## src/rtl/pong_ball_controller.sv

```systemverilog
// Pong ball/score sequencer: owns ball position and direction, serve timing,
// scoring and the IDLE/SERVE/PLAY/OVER game state. Advances once per frame_tick.
module pong_ball_controller #(
   parameter int unsigned Y_CEIL      = 10,
   parameter int unsigned Y_FLOOR     = 470,
   parameter int unsigned X_LWALL     = 10,
   parameter int unsigned X_RWALL     = 630,
   parameter int unsigned BALL_W      = 8,
   parameter int unsigned BALL_H      = 8,
   parameter int unsigned PADDLE_W    = 8,
   parameter int unsigned PADDLE_H    = 64,
   parameter int unsigned X_PADDLEA   = 20,
   parameter int unsigned X_PADDLEB   = 612,
   parameter int unsigned X_SERVE     = 316,
   parameter int unsigned Y_SERVE     = 236,
   parameter int unsigned SPEED       = 2,
   parameter int unsigned SERVE_DELAY = 60,
   parameter int unsigned WIN_SCORE   = 9
) (
   input  logic       clk,
   input  logic       rst_n,
   input  logic       frame_tick,
   input  logic       start,
   input  logic [9:0] y_paddleA,
   input  logic [9:0] y_paddleB,
   output logic [9:0] x_ball,
   output logic [9:0] y_ball,
   output logic [3:0] score_a,
   output logic [3:0] score_b,
   output logic       point_a,
   output logic       point_b,
   output logic       game_over,
   output logic [1:0] state
);

   typedef enum logic [1:0] {
      ST_IDLE  = 2'd0,
      ST_SERVE = 2'd1,
      ST_PLAY  = 2'd2,
      ST_OVER  = 2'd3
   } state_t;

   localparam int unsigned CW = $clog2(SERVE_DELAY + 1);

   localparam logic [10:0] CEIL      = 11'(Y_CEIL);
   localparam logic [10:0] CEIL_LIM  = 11'(Y_CEIL + SPEED);
   localparam logic [10:0] FLOOR_LIM = 11'(Y_FLOOR - BALL_H);
   localparam logic [10:0] LWALL_LIM = 11'(X_LWALL + SPEED);
   localparam logic [10:0] RWALL     = 11'(X_RWALL);
   localparam logic [10:0] BW        = 11'(BALL_W);
   localparam logic [10:0] BH        = 11'(BALL_H);
   localparam logic [10:0] PH        = 11'(PADDLE_H);
   localparam logic [10:0] FACE_A    = 11'(X_PADDLEA + PADDLE_W);
   localparam logic [10:0] FACE_B    = 11'(X_PADDLEB);
   localparam logic [10:0] BOUNCE_XB = 11'(X_PADDLEB - BALL_W);
   localparam logic [10:0] SPD       = 11'(SPEED);
   localparam logic [9:0]  SX        = 10'(X_SERVE);
   localparam logic [9:0]  SY        = 10'(Y_SERVE);
   localparam logic [3:0]  WIN       = 4'(WIN_SCORE);
   localparam logic [CW-1:0] DELAY   = CW'(SERVE_DELAY);

   state_t        state_q, state_d;
   logic [9:0]    x_q, x_d, y_q, y_d;
   logic          dx_q, dx_d, dy_q, dy_d;     // 1 = toward B / downward
   logic [3:0]    score_a_q, score_a_d, score_b_q, score_b_d;
   logic          point_a_q, point_a_d, point_b_q, point_b_d;
   logic          game_over_q, game_over_d;
   logic [CW-1:0] cnt_q, cnt_d;

   logic [10:0]   x_cur, y_cur, ya, yb, nx, ny;
   logic          ndy, overlap_a, overlap_b, hit_a, hit_b, a_scores, b_scores;

   // Candidate motion for this frame plus bounce, hit and miss detection (11-bit, no wrap)
   always_comb begin
      x_cur = {1'b0, x_q};
      y_cur = {1'b0, y_q};
      ya    = {1'b0, y_paddleA};
      yb    = {1'b0, y_paddleB};

      nx = x_cur;
      if (dx_q) nx = x_cur + SPD;
      else if (x_cur >= SPD) nx = x_cur - SPD;
      else nx = '0;

      ndy = dy_q;
      ny  = y_cur;
      if (!dy_q && (y_cur <= CEIL_LIM)) begin
         ny  = CEIL;
         ndy = 1'b1;
      end else if (dy_q && (y_cur + SPD >= FLOOR_LIM)) begin
         ny  = FLOOR_LIM;
         ndy = 1'b0;
      end else if (dy_q) begin
         ny = y_cur + SPD;
      end else begin
         ny = y_cur - SPD;
      end

      overlap_a = (y_cur + BH > ya) && (y_cur < ya + PH);
      overlap_b = (y_cur + BH > yb) && (y_cur < yb + PH);
      hit_a     = !dx_q && (x_cur >= FACE_A) && (nx <= FACE_A) && overlap_a;
      hit_b     = dx_q && (x_cur + BW <= FACE_B) && (nx + BW >= FACE_B) && overlap_b;
      b_scores  = !dx_q && (x_cur <= LWALL_LIM);
      a_scores  = dx_q && (x_cur + BW + SPD >= RWALL);
   end

   // Game state machine: serve countdown, per-frame ball update, scoring
   always_comb begin
      state_d     = state_q;
      x_d         = x_q;
      y_d         = y_q;
      dx_d        = dx_q;
      dy_d        = dy_q;
      score_a_d   = score_a_q;
      score_b_d   = score_b_q;
      point_a_d   = 1'b0;
      point_b_d   = 1'b0;
      cnt_d       = cnt_q;

      unique case (state_q)
         ST_IDLE, ST_OVER: begin
            if (start) begin
               score_a_d = '0;
               score_b_d = '0;
               cnt_d     = DELAY;
               state_d   = ST_SERVE;
            end
         end
         ST_SERVE: begin
            if (frame_tick) begin
               cnt_d = cnt_q - CW'(1);
               if (cnt_q == CW'(1)) state_d = ST_PLAY;
            end
         end
         ST_PLAY: begin
            if (frame_tick) begin
               y_d  = 10'(ny);
               dy_d = ndy;
               if (hit_a) begin
                  x_d  = 10'(FACE_A);
                  dx_d = 1'b1;
               end else if (hit_b) begin
                  x_d  = 10'(BOUNCE_XB);
                  dx_d = 1'b0;
               end else if (b_scores || a_scores) begin
                  // Point: ball back to serve, direction toward the conceding side
                  x_d  = SX;
                  y_d  = SY;
                  dx_d = a_scores;
                  if (a_scores) begin
                     score_a_d = score_a_q + 4'd1;
                     point_a_d = 1'b1;
                  end else begin
                     score_b_d = score_b_q + 4'd1;
                     point_b_d = 1'b1;
                  end
                  if ((a_scores && (score_a_q + 4'd1 == WIN)) ||
                      (b_scores && (score_b_q + 4'd1 == WIN))) begin
                     state_d = ST_OVER;
                  end else begin
                     state_d = ST_SERVE;
                     cnt_d   = DELAY;
                  end
               end else begin
                  x_d = 10'(nx);
               end
            end
         end
         default: state_d = ST_IDLE;
      endcase

      game_over_d = (state_d == ST_OVER);
   end

   // State and output registers, asynchronously reset
   always_ff @(posedge clk or negedge rst_n) begin
      if (!rst_n) begin
         state_q     <= ST_IDLE;
         x_q         <= SX;
         y_q         <= SY;
         dx_q        <= 1'b1;
         dy_q        <= 1'b1;
         score_a_q   <= '0;
         score_b_q   <= '0;
         point_a_q   <= 1'b0;
         point_b_q   <= 1'b0;
         game_over_q <= 1'b0;
         cnt_q       <= '0;
      end else begin
         state_q     <= state_d;
         x_q         <= x_d;
         y_q         <= y_d;
         dx_q        <= dx_d;
         dy_q        <= dy_d;
         score_a_q   <= score_a_d;
         score_b_q   <= score_b_d;
         point_a_q   <= point_a_d;
         point_b_q   <= point_b_d;
         game_over_q <= game_over_d;
         cnt_q       <= cnt_d;
      end
   end

   assign x_ball    = x_q;
   assign y_ball    = y_q;
   assign score_a   = score_a_q;
   assign score_b   = score_b_q;
   assign point_a   = point_a_q;
   assign point_b   = point_b_q;
   assign game_over = game_over_q;
   assign state     = state_q;

endmodule

```

## config.mk

```make
export PLATFORM = sky130hd
export DESIGN_NAME = pong_ball_controller
export DESIGN_NICKNAME = d
export VERILOG_FILES = /design/src/rtl/pong_ball_controller.sv
export SDC_FILE = /design/constraint.sdc
export NUM_CORES = 1
export LEC_CHECK = 0
export ABC_AREA = 1
export CORE_ASPECT_RATIO = 1.5
export CORE_UTILIZATION = 25
export DETAILED_ROUTE_END_ITERATION = 10
export GPL_ROUTABILITY_DRIVEN = 0
export HOLD_SLACK_MARGIN = 0.02
export SLEW_MARGIN = 20
export SYNTH_ARGS = -nofsm -noshare
export SYNTH_HDL_FRONTEND = slang
export SYNTH_SLANG_ARGS = --single-unit
```

## constraint.sdc

```tcl
create_clock -name clk -period 4.9 [get_ports clk]
set_clock_uncertainty 0.2 [all_clocks]
set_input_delay 0.49 -clock clk [delete_from_list [all_inputs] [get_ports clk]]
set_output_delay 0.49 -clock clk [all_outputs]
set_load 0.03 [all_outputs]
```

==> Yosys cells after proc, flatten, opt, wreduce, memory -nomap -nowiden <==
Index checks and enable logic that the tools add are counted.
{ "op_classes": {"n_shift": 0, "mux": 58, "n_addsub": 13, "n_lt_le_gt_ge": 13, "n_mul": 0, "div": 0, "n_reduce_logical": 29, "bitwise": 0, "eq_ne": 16} }
{ "op_table": {"columns": ["op", "n"], "rows": [
  ["$mux W10", 9],
  ["$mux W4", 11],
  ["$mux W6", 7],
  ["$add A10 B2 Y11 const B", 2],
  ["$add A10 B4 Y11 const B", 2],
  ["$add A10 B7 Y11 const B", 2],
  ["$ge A11 B10 Y1 const B", 2],
  ["$gt A11 B10 Y1", 2],
  ["$lt A10 B11 Y1", 2],
  ["$mux W11", 2],
  ["$reduce_and A7 Y1", 3],
  ["$le A10 B4 Y1 const B", 2],
  ["$ne A2 B2 Y1 const B", 9],
  ["$pmux W6 S3", 1],
  ["$mux W1", 17],
  ["$mux W2", 8],
  ["$pmux W4 S2", 2],
  ["$logic_and A1 B1 Y1", 14],
  ["$add A11 B2 Y11 const B", 1],
  ["$add A11 B4 Y11 const B", 1],
  ["$ge A11 B9 Y1 const B", 1],
  ["$le A11 B10 Y1 const B", 1],
  ["$le A11 B5 Y1 const B", 1],
  ["$sub A10 B2 Y11 const B", 1],
  ["18 further kinds", 26]
]} }
{ "totals": {"ramBits": 0, "wordCells": 140, "inputBits": 24, "ff_bits": 41, "latch_bits": 0, "memories": 0, "romBits": 0} }

==> Depth between registers and ports, before layout <==
Gate-level depths: netlist of run 1.
{ "depth": {"depth_word": 13, "mapped_depth": 28, "ltp_nobuf": 27} }

==> Worst setup path before layout of run 1 <==
No wires, ideal clock.
{ "synth_path": {"kind": "register to register", "start": "reg y_q[3], in the netlist y_ball[3]", "end": "reg cnt_q[0]", "t_required_ns": 4.577, "path_stages_with_launch": 22, "synth_period_minus_slack_ns": 3.314, "setup_slack_ns": 1.586, "arrival_time_ns": 2.991, "path_buffers": 1, "path_cell_list": "dfstp_2 clkbuf_2 inv_1 nor2_1 nand3_1 xor2_1 inv_1 ha_1 nand2_1 or2_2 nand3_1 a21oi_1 nor2_1 nor2_1 nor2_1 nand2_4 nand2_4 nand2_2 nand2_4 inv_2 nand3_1 o21ai_1"} }
{ "synth_via": {"elab_chain_len": 6, "elab_cells_between_ends": 12, "classes_between": "1 x add/sub; 4 x order compare; 2 x eq/ne; 5 x reduce/logical"} }
{ "synth_rtl": {"columns": ["item", "line_no", "source"], "rows": [
  ["from (decl)", "63", "logic [9:0] x_q, x_d, y_q, y_d;"],
  ["from (signal assigned)", "192", "y_q <= y_d;"],
  ["$add A10 B4 Y11", "99, 100", null],
  ["$gt A11 B10 Y1, on equally long branches", "100, 99", null],
  ["$logic_and A1 B1 Y1, on equally long branches", "100, 99", null],
  ["$logic_and A1 B1 Y1, on equally long branches", "102, 101", null],
  ["$ne A2 B2 Y1 (no source line)", null, null],
  ["$reduce_and A7 Y1 (no source line) *", null, null],
  ["to (signal assigned)", "200", "cnt_q <= cnt_d;"],
  ["to (decl)", "68", "logic [CW-1:0] cnt_q, cnt_d;"]
]} }
Mark *: on every way between the ends. The rest lies on a longest branch, timed or not.
A chain may end at the register's enable or synchronous reset.

==> Worst setup path in the final report of run 1 <==
{ "layout_path": {"start": "reg y_q[3], in the netlist y_ball[3]", "end": "reg y_q[9], in the netlist y_ball[9]"} }
{ "layout_via": {"elab_chain_len": 8, "elab_cells_between_ends": 21, "classes_between": "3 x add/sub; 6 x order compare; 6 x mux; 6 x reduce/logical"} }
{ "layout_rtl": {"columns": ["item", "line_no", "source"], "rows": [
  ["$add A10 B2 Y11", "94", "ny = y_cur + SPD;"],
  ["$ge A11 B9 Y1", "90", "end else if (dy_q && (y_cur + SPD >= FLOOR_LIM)) begin"],
  ["$logic_and A1 B1 Y1", "90", null],
  ["$mux W10", "90", null],
  ["$mux W10", "87", "if (!dy_q && (y_cur <= CEIL_LIM)) begin"],
  ["$mux W10", "145", "end else if (b_scores || a_scores) begin"],
  ["$mux W10", "142", "end else if (hit_b) begin"],
  ["$mux W10 *", "139", "if (hit_a) begin"]
]} }
Marks and branches as above.

==> results of run 1 <==
==> worst max-delay path by stage <==
stage                   start        end  cells past startpoint
floorplan           y_ball[3]   cnt_q[0]                     21
global placement    y_ball[3]   cnt_q[0]                     20
detailed placement  y_ball[3]   cnt_q[0]                     20
CTS                 y_ball[3]   cnt_q[0]                     20
global route        y_ball[3]   state[0]                     20
finish              y_ball[3]  y_ball[9]                     19
==> synthesized netlist by cell type, drive strengths merged <==
| library cell | instances |
|---|---|
| o32ai | 3 |
| o211ai | 4 |
| nor4 | 1 |
| a22oi | 1 |
| inv | 101 |
| o311ai | 1 |
| nor2 | 77 |
| a21boi | 1 |
| nand3 | 59 |
| o22ai | 4 |
| o2111ai | 2 |
| o31ai | 1 |
| and2 | 3 |
| nand3b | 4 |
| nor3 | 7 |
| xor2 | 16 |
| or2 | 2 |
| clkinv | 1 |
| o21ai | 47 |
| o21bai | 4 |
| a32oi | 1 |
| ha | 59 |
| dfrtp | 29 |
| nor3b | 2 |
| a311oi | 1 |
| clkbuf | 8 |
| xnor2 | 13 |
| o221ai | 3 |
| nand2 | 178 |
| buf | 7 |
| a221oi | 1 |
| dfstp | 12 |
| a21oi | 29 |
| a31oi | 3 |
| nand4 | 16 |
==> registers in the layout (all words and copies together) (netlist names) <==
| register | cells |
|---|---|
| dy_q | 1 |
| state | 2 |
| score_a | 4 |
| point_b | 1 |
| point_a | 1 |
| game_over | 1 |
| cnt_q | 6 |
| dx_q | 1 |
| y_ball | 10 |
| x_ball | 10 |
| score_b | 4 |
==> routing by layer <==
layer / vias up / track usage, %
li1: 2405 / -
met3: 38 / 1.81
met5: - / 0
met2: 94 / 27.0
met1: 2168 / 15.2
met4: 0 / 6.61
==> power groups by stage <==
stage | clock, uW | combinational (uW) | sequential, uW
floorplan | 0 | 1030 | 655
global placement | 0 | 1460 | 649
detailed placement | 0 | 1470 | 650
CTS | 355 | 1480 | 644
global route | 363 | 1650 | 662
finish | 345 | 1470 | 644
==> layout make-up <==
cell class                 instances  area [um2]
multi-input combinational        543        3230
tap                              252         315
clock buffer                       6         139
inverter                         102         385
timing repair buffer              56         556
sequential                        41        1040
fill                            2014       12900
clock inverter                     2        13.8
==> worst max-delay path: stages, from the launching register on <==
cell and delay [ns]:
dfstp_2 0.67, inv_1 0.17, nor2_1 0.25, nand3_1 0.12, xor2_1 0.15, inv_1 0.07
ha_1 0.29, nand2_1 0.08, or2_2 0.29, nand3_1 0.08, a21oi_1 0.06, nor2_1 0.12
nor2_1 0.06, nor2_1 0.20, nand2_4 0.13, nand2_4 0.12, inv_2 0.05, nor2_2 0.14
o2111ai_1 0.13, o21ai_1 0.12
==> logic make-up after synthesis <==
family	after synthesis	synth area share, %
AOI/OAI and AO/OA	106	13.1
DFF	41	21.9
adders and majority gates	59	15.6
xor gates and xnor gates	29	5.51
buffers and inverters	117	9.97
and+or+nand+nor	349	34.0
==> through the flow <==
step	total power (uW)	hold slack [ns]	setup WS (ns)	instances
final	2460	0.152	1.31	1002
after global routing	2670	0.219	0.989	1002
after CTS	2480	0.193	1.28	1002
after detailed placement	2120	0.329	1.28	994
after global placement	2110	0.328	1.33	994
after floorplan	1690	-0.00559	1.59	701
==> impl_metrics.env, run 1 <==
export IMPL_cp_end_kind="flop"
export IMPL_synth_seq_area_share_pct=21.9
export IMPL_routed_top_layer="met4"
export IMPL_p_int_uw=1200
export IMPL_start_util_pct=25.6
export IMPL_drv_slew=0
export IMPL_die_y_um=171
export IMPL_cts_max_level=2
export IMPL_start_kind="flop"
export IMPL_grt_pass1_vias=4554
export IMPL_drive_above_1_share_pct=9.33
export IMPL_dp_hpwl_mm=10.8
export IMPL_rows=61
export IMPL_avgSynthCellArea_um2=6.77
export IMPL_grt_max_degree=42
export IMPL_wl_per_cell_um=13.3
export IMPL_yosysTopAreaCell="ha_1"
export IMPL_die_width_um=114
export IMPL_syn_nets=784
export IMPL_routed_via_density=4.70
export IMPL_syn_to_final_growth_pct=19.7
export IMPL_post_cts_setup_buffers=0
export IMPL_clk_pin_slew_ns=0.06
export IMPL_period_needed_ns=3.59
export IMPL_final_nets=832
export IMPL_max_freq_mhz=278
export IMPL_synthesis_area_mm2=0.00474
export IMPL_seqPwrFrac_pct=26.2
export IMPL_vias=4705
export IMPL_clkPwrFrac_pct=14.0
export IMPL_final_area_mm2=0.00568
export IMPL_grt_ovfl_total=0
export IMPL_clk_path_buf_depth=2
export IMPL_setup_viol=0
export IMPL_yosysUniqueCellTypes=51
export IMPL_powerDensity_mw_per_mm2=432
export IMPL_portBuffers=56
export IMPL_drtIter0Drc=207
export IMPL_cts_hold_fix_buffers=0
export IMPL_post_dp_cell_area_mm2=0.00553
export IMPL_wl_met2_mm=7.28
export IMPL_path_max_fanout=10
export IMPL_mostFrequentLayoutCells="162 x nand2_1, 86 x inv_1, 70 x nor2_1, 59 x ha_1, 55 x clkdlybuf4s50_1"
export IMPL_post_cts_resized=0
export IMPL_arrival_ns=3.60
export IMPL_drt_wl_total_mm=13.4
export IMPL_post_route_util_pct=30.6
export IMPL_outcome="finished clean"
export IMPL_switching_share_pct=51.1
export IMPL_ir_drop_v=0.000153
export IMPL_r2r_start="y_ball[3]"
export IMPL_final_common_cell="nand2_1"
export IMPL_clock_latency_ns=0.29
export IMPL_hold_class="in -> async"
export IMPL_yosysTopAreaCellShare_pct=15.6
export IMPL_relSlewSlack_pct=36.9
export IMPL_io_pins=57
export IMPL_num_antenna_cells=0
export IMPL_tightest_slew_ns=0.947
export IMPL_cp_required_ns=4.91
export IMPL_coreArea_mm2=0.0185
export IMPL_clock_sinks=41
export IMPL_finalSetupTns_ns=0
export IMPL_drc=0
export IMPL_die_area_mm2=0.0195
export IMPL_antenna_found_initial=0
export IMPL_ys_warn_count=0
export IMPL_comb_power_share_pct=59.8
export IMPL_cts_buffers=5
export IMPL_rr_worst_depth=19
export IMPL_r2r_slack_ns=1.31
export IMPL_firstDrtPassIters=5
export IMPL_synth_seq_cells=41
export IMPL_power_switching_uw=1250
export IMPL_grt_pass1_wl_mm=21.9
export IMPL_cts_tree="done"
export IMPL_syn_inst=701
export IMPL_track_usage_pct=14.2
export IMPL_crit_type="reg -> reg"
export IMPL_post_route_period_util_pct=73.3
export IMPL_grt_setup_unrepaired="false"
export IMPL_met3_length_um=433
export IMPL_leakagePower_uw=0.00263
export IMPL_drv_cap=0
export IMPL_clockRootBuffer="clkbuf_16"
export IMPL_met1_length_mm=5.20
export IMPL_synthTopCellsByArea="ha_1 16%, dfrtp_1 15%, nand2_1 13%"
export IMPL_finalHoldViolCount=0
export IMPL_postRouteAntennaNets=0
export IMPL_r2r_end="y_ball[9]"
(Power assumes the default switching activity.)
==> run 2: changes to the inputs <==
Clock period 4.9 ns to 3.2 ns, I/O delays scaled along.
==> impl_metrics.env, run 2 (same netlist as run 1, synthesis figures left out) <==
export IMPL_die_area_mm2=0.0195
export IMPL_rows=61
export IMPL_cts_max_level=2
export IMPL_cp_slowest_cell="dfrtp_1"
export IMPL_grt_max_degree=42
export IMPL_die_y_um=171
export IMPL_grt_pass1_wl_mm=22.5
export IMPL_start_util_pct=25.6
export IMPL_track_usage_pct=14.5
export IMPL_post_route_period_util_pct=99.3
export IMPL_max_freq_mhz=315
export IMPL_p_int_uw=2330
export IMPL_critPathBufInv=5
export IMPL_antenna_found_initial=0
export IMPL_cts_buffers=5
export IMPL_multi_input_area_mm2=0.00368
export IMPL_seqPwrFrac_pct=19.6
export IMPL_io_pins=57
export IMPL_hold_class="reg -> reg"
export IMPL_num_antenna_cells=0
export IMPL_drtIter0Drc=232
export IMPL_slowest_delay_ns=0.44
export IMPL_switching_share_pct=48.7
export IMPL_cts_tree="done"
export IMPL_grt_ovfl_total=0
export IMPL_drt_wl_total_mm=14.3
export IMPL_finalHoldViolCount=0
export IMPL_wl_per_cell_um=13.5
export IMPL_path_max_fanout=6
export IMPL_r2r_end="cnt_q[0]"
export IMPL_relSlewSlack_pct=62.0
export IMPL_drv_slew=0
export IMPL_dp_hpwl_mm=11.1
export IMPL_crit_cells=18
export IMPL_p_total_uw=4540
export IMPL_clockRootBuffer="clkbuf_16"
export IMPL_drive_above_1_share_pct=25.6
export IMPL_crit_family="compound AO/OA/AOI/OAI gates"
export IMPL_period_needed_ns=3.18
export IMPL_drc=0
export IMPL_clock_sinks=41
export IMPL_powerDensity_mw_per_mm2=685
export IMPL_r2r_start="y_ball[4]"
export IMPL_comb_power_share_pct=66.8
export IMPL_cp_end_kind="flop"
export IMPL_crit_type="reg -> reg"
export IMPL_die_width_um=114
export IMPL_arrival_ns=3.15
export IMPL_clkPwrFrac_pct=13.7
export IMPL_finalSetupTns_ns=0
export IMPL_cp_startpoint="y_ball[4]"
export IMPL_grt_setup_unrepaired="true"
export IMPL_setup_viol=0
export IMPL_power_switching_uw=2210
export IMPL_postRouteAntennaNets=0
export IMPL_syn_to_final_growth_pct=39.8
export IMPL_final_common_cell="nand2_1"
export IMPL_cp_required_ns=3.17
export IMPL_mostFrequentLayoutCells="142 x nand2_1, 75 x inv_1, 60 x nor2_1, 55 x clkdlybuf4s50_1, 54 x buf_4"
export IMPL_ir_drop_v=0.000260
export IMPL_clock_latency_ns=0.29
export IMPL_coreArea_mm2=0.0185
export IMPL_r2r_slack_ns=0.02
export IMPL_portBuffers=56
export IMPL_drv_cap=0
export IMPL_vias=4918
export IMPL_fill_cells=1944
export IMPL_routed_via_density=4.64
export IMPL_clk_pin_slew_ns=0.07
export IMPL_regArea_mm2=0.00104
export IMPL_rr_worst_depth=18
export IMPL_firstDrtPassIters=4
export IMPL_crit_chain="buf_4 > buf_4 > inv_2 > ha_4 > ha_1 > a21oi_1 > o21ai_2 > a21oi_2 > a21oi_2 > nand4_1 > nand2_2 > inv_2 > o21ai_4 > nor2_4 > nand2_4 > inv_4 > nand3_2 > o21ai_1"
export IMPL_leakagePower_uw=0.00297
export IMPL_endpoint="cnt_q[0]"
export IMPL_grt_pass1_vias=4739
export IMPL_whs_ns=0.345
export IMPL_clk_path_buf_depth=2
export IMPL_tightest_slew_ns=0.570
export IMPL_start_kind="flop"
export IMPL_outcome="finished clean"
export IMPL_final_nets=890
run 2: worst min path at each step:
stage / startpoint / depth (start not counted) / slack (ns) / endpoint
after CTS: rst_n / 1 / 0.04 / cnt_q[0]
after global placement: cnt_q[5] / 2 / 0.33 / cnt_q[5]
after global routing: dy_q / 2 / 0.38 / dy_q
after detailed placement: cnt_q[4] / 2 / 0.33 / cnt_q[4]
final: cnt_q[4] / 2 / 0.34 / cnt_q[4]
after floorplan: rst_n / 0 / -0.18 / cnt_q[0]
run 2: worst register-to-register path: stages, from the launching register on:
cell     delay [ns]
dfrtp_1        0.44
buf_4          0.17
buf_4          0.15
inv_2          0.08
ha_4           0.21
ha_1           0.31
a21oi_1        0.10
o21ai_2        0.18
a21oi_2        0.09
a21oi_2        0.15
nand4_1        0.20
nand2_2        0.17
inv_2          0.06
o21ai_4        0.21
nor2_4         0.08
nand2_4        0.10
inv_4          0.05
nand3_2        0.05
o21ai_1        0.06
run 2: power by group through the flow:
stage	Sequential, uW	Combinational, uW	Clock (uW)
after floorplan	1010	1610	0
after global placement	883	2580	0
after detailed placement	886	2600	0
after CTS	878	2620	632
after global routing	914	3340	653
final	888	3030	621
run 2: repair_timing:
action | in CTS | in global routing
pin swaps | 0 | 27
endpoints found under the setup margin | 1 | 39
hold buffers | 0 | 1
buffers inserted | 0 | 11
gates cloned | 0 | 1
endpoints found under the hold margin | 0 | 29
gates resized for setup | 1 | 109
run 2: layout make-up:
cell class                      instances  area share, %
Multi-Input combinational cell        544           55.6
Tap cell                              252           4.75
Inverter                              102           6.00
Sequential cell                        41           15.7
Clock buffer                            6           2.09
Timing Repair Buffer                  113           15.3
Clock inverter                          2          0.566
run 2: per-stage QoR:
stage          utilization [%]  worst slack, ns  instances  instance area (um2)
2_1_floorplan                -         0.000584        701                 4770
3_3_place_gp              31.8           0.0341       1039                 5900
3_5_place_dp              31.8          -0.0303       1039                 5900
4_1_cts                   32.8           0.0154       1047                 6080
5_1_grt                   35.8           -0.130       1060                 6630
6_report                  35.8           0.0219       1060                 6630
run 2: routing by layer:
layer | vias to the layer above | wire length, um | GRT usage (%)
met5 | - | 0 | 0
li1 | 2526 | - | -
met4 | 0 | 488 | 7.28
met1 | 2279 | 5460 | 15.2
met3 | 34 | 329 | 1.63
met2 | 79 | 8010 | 28.1
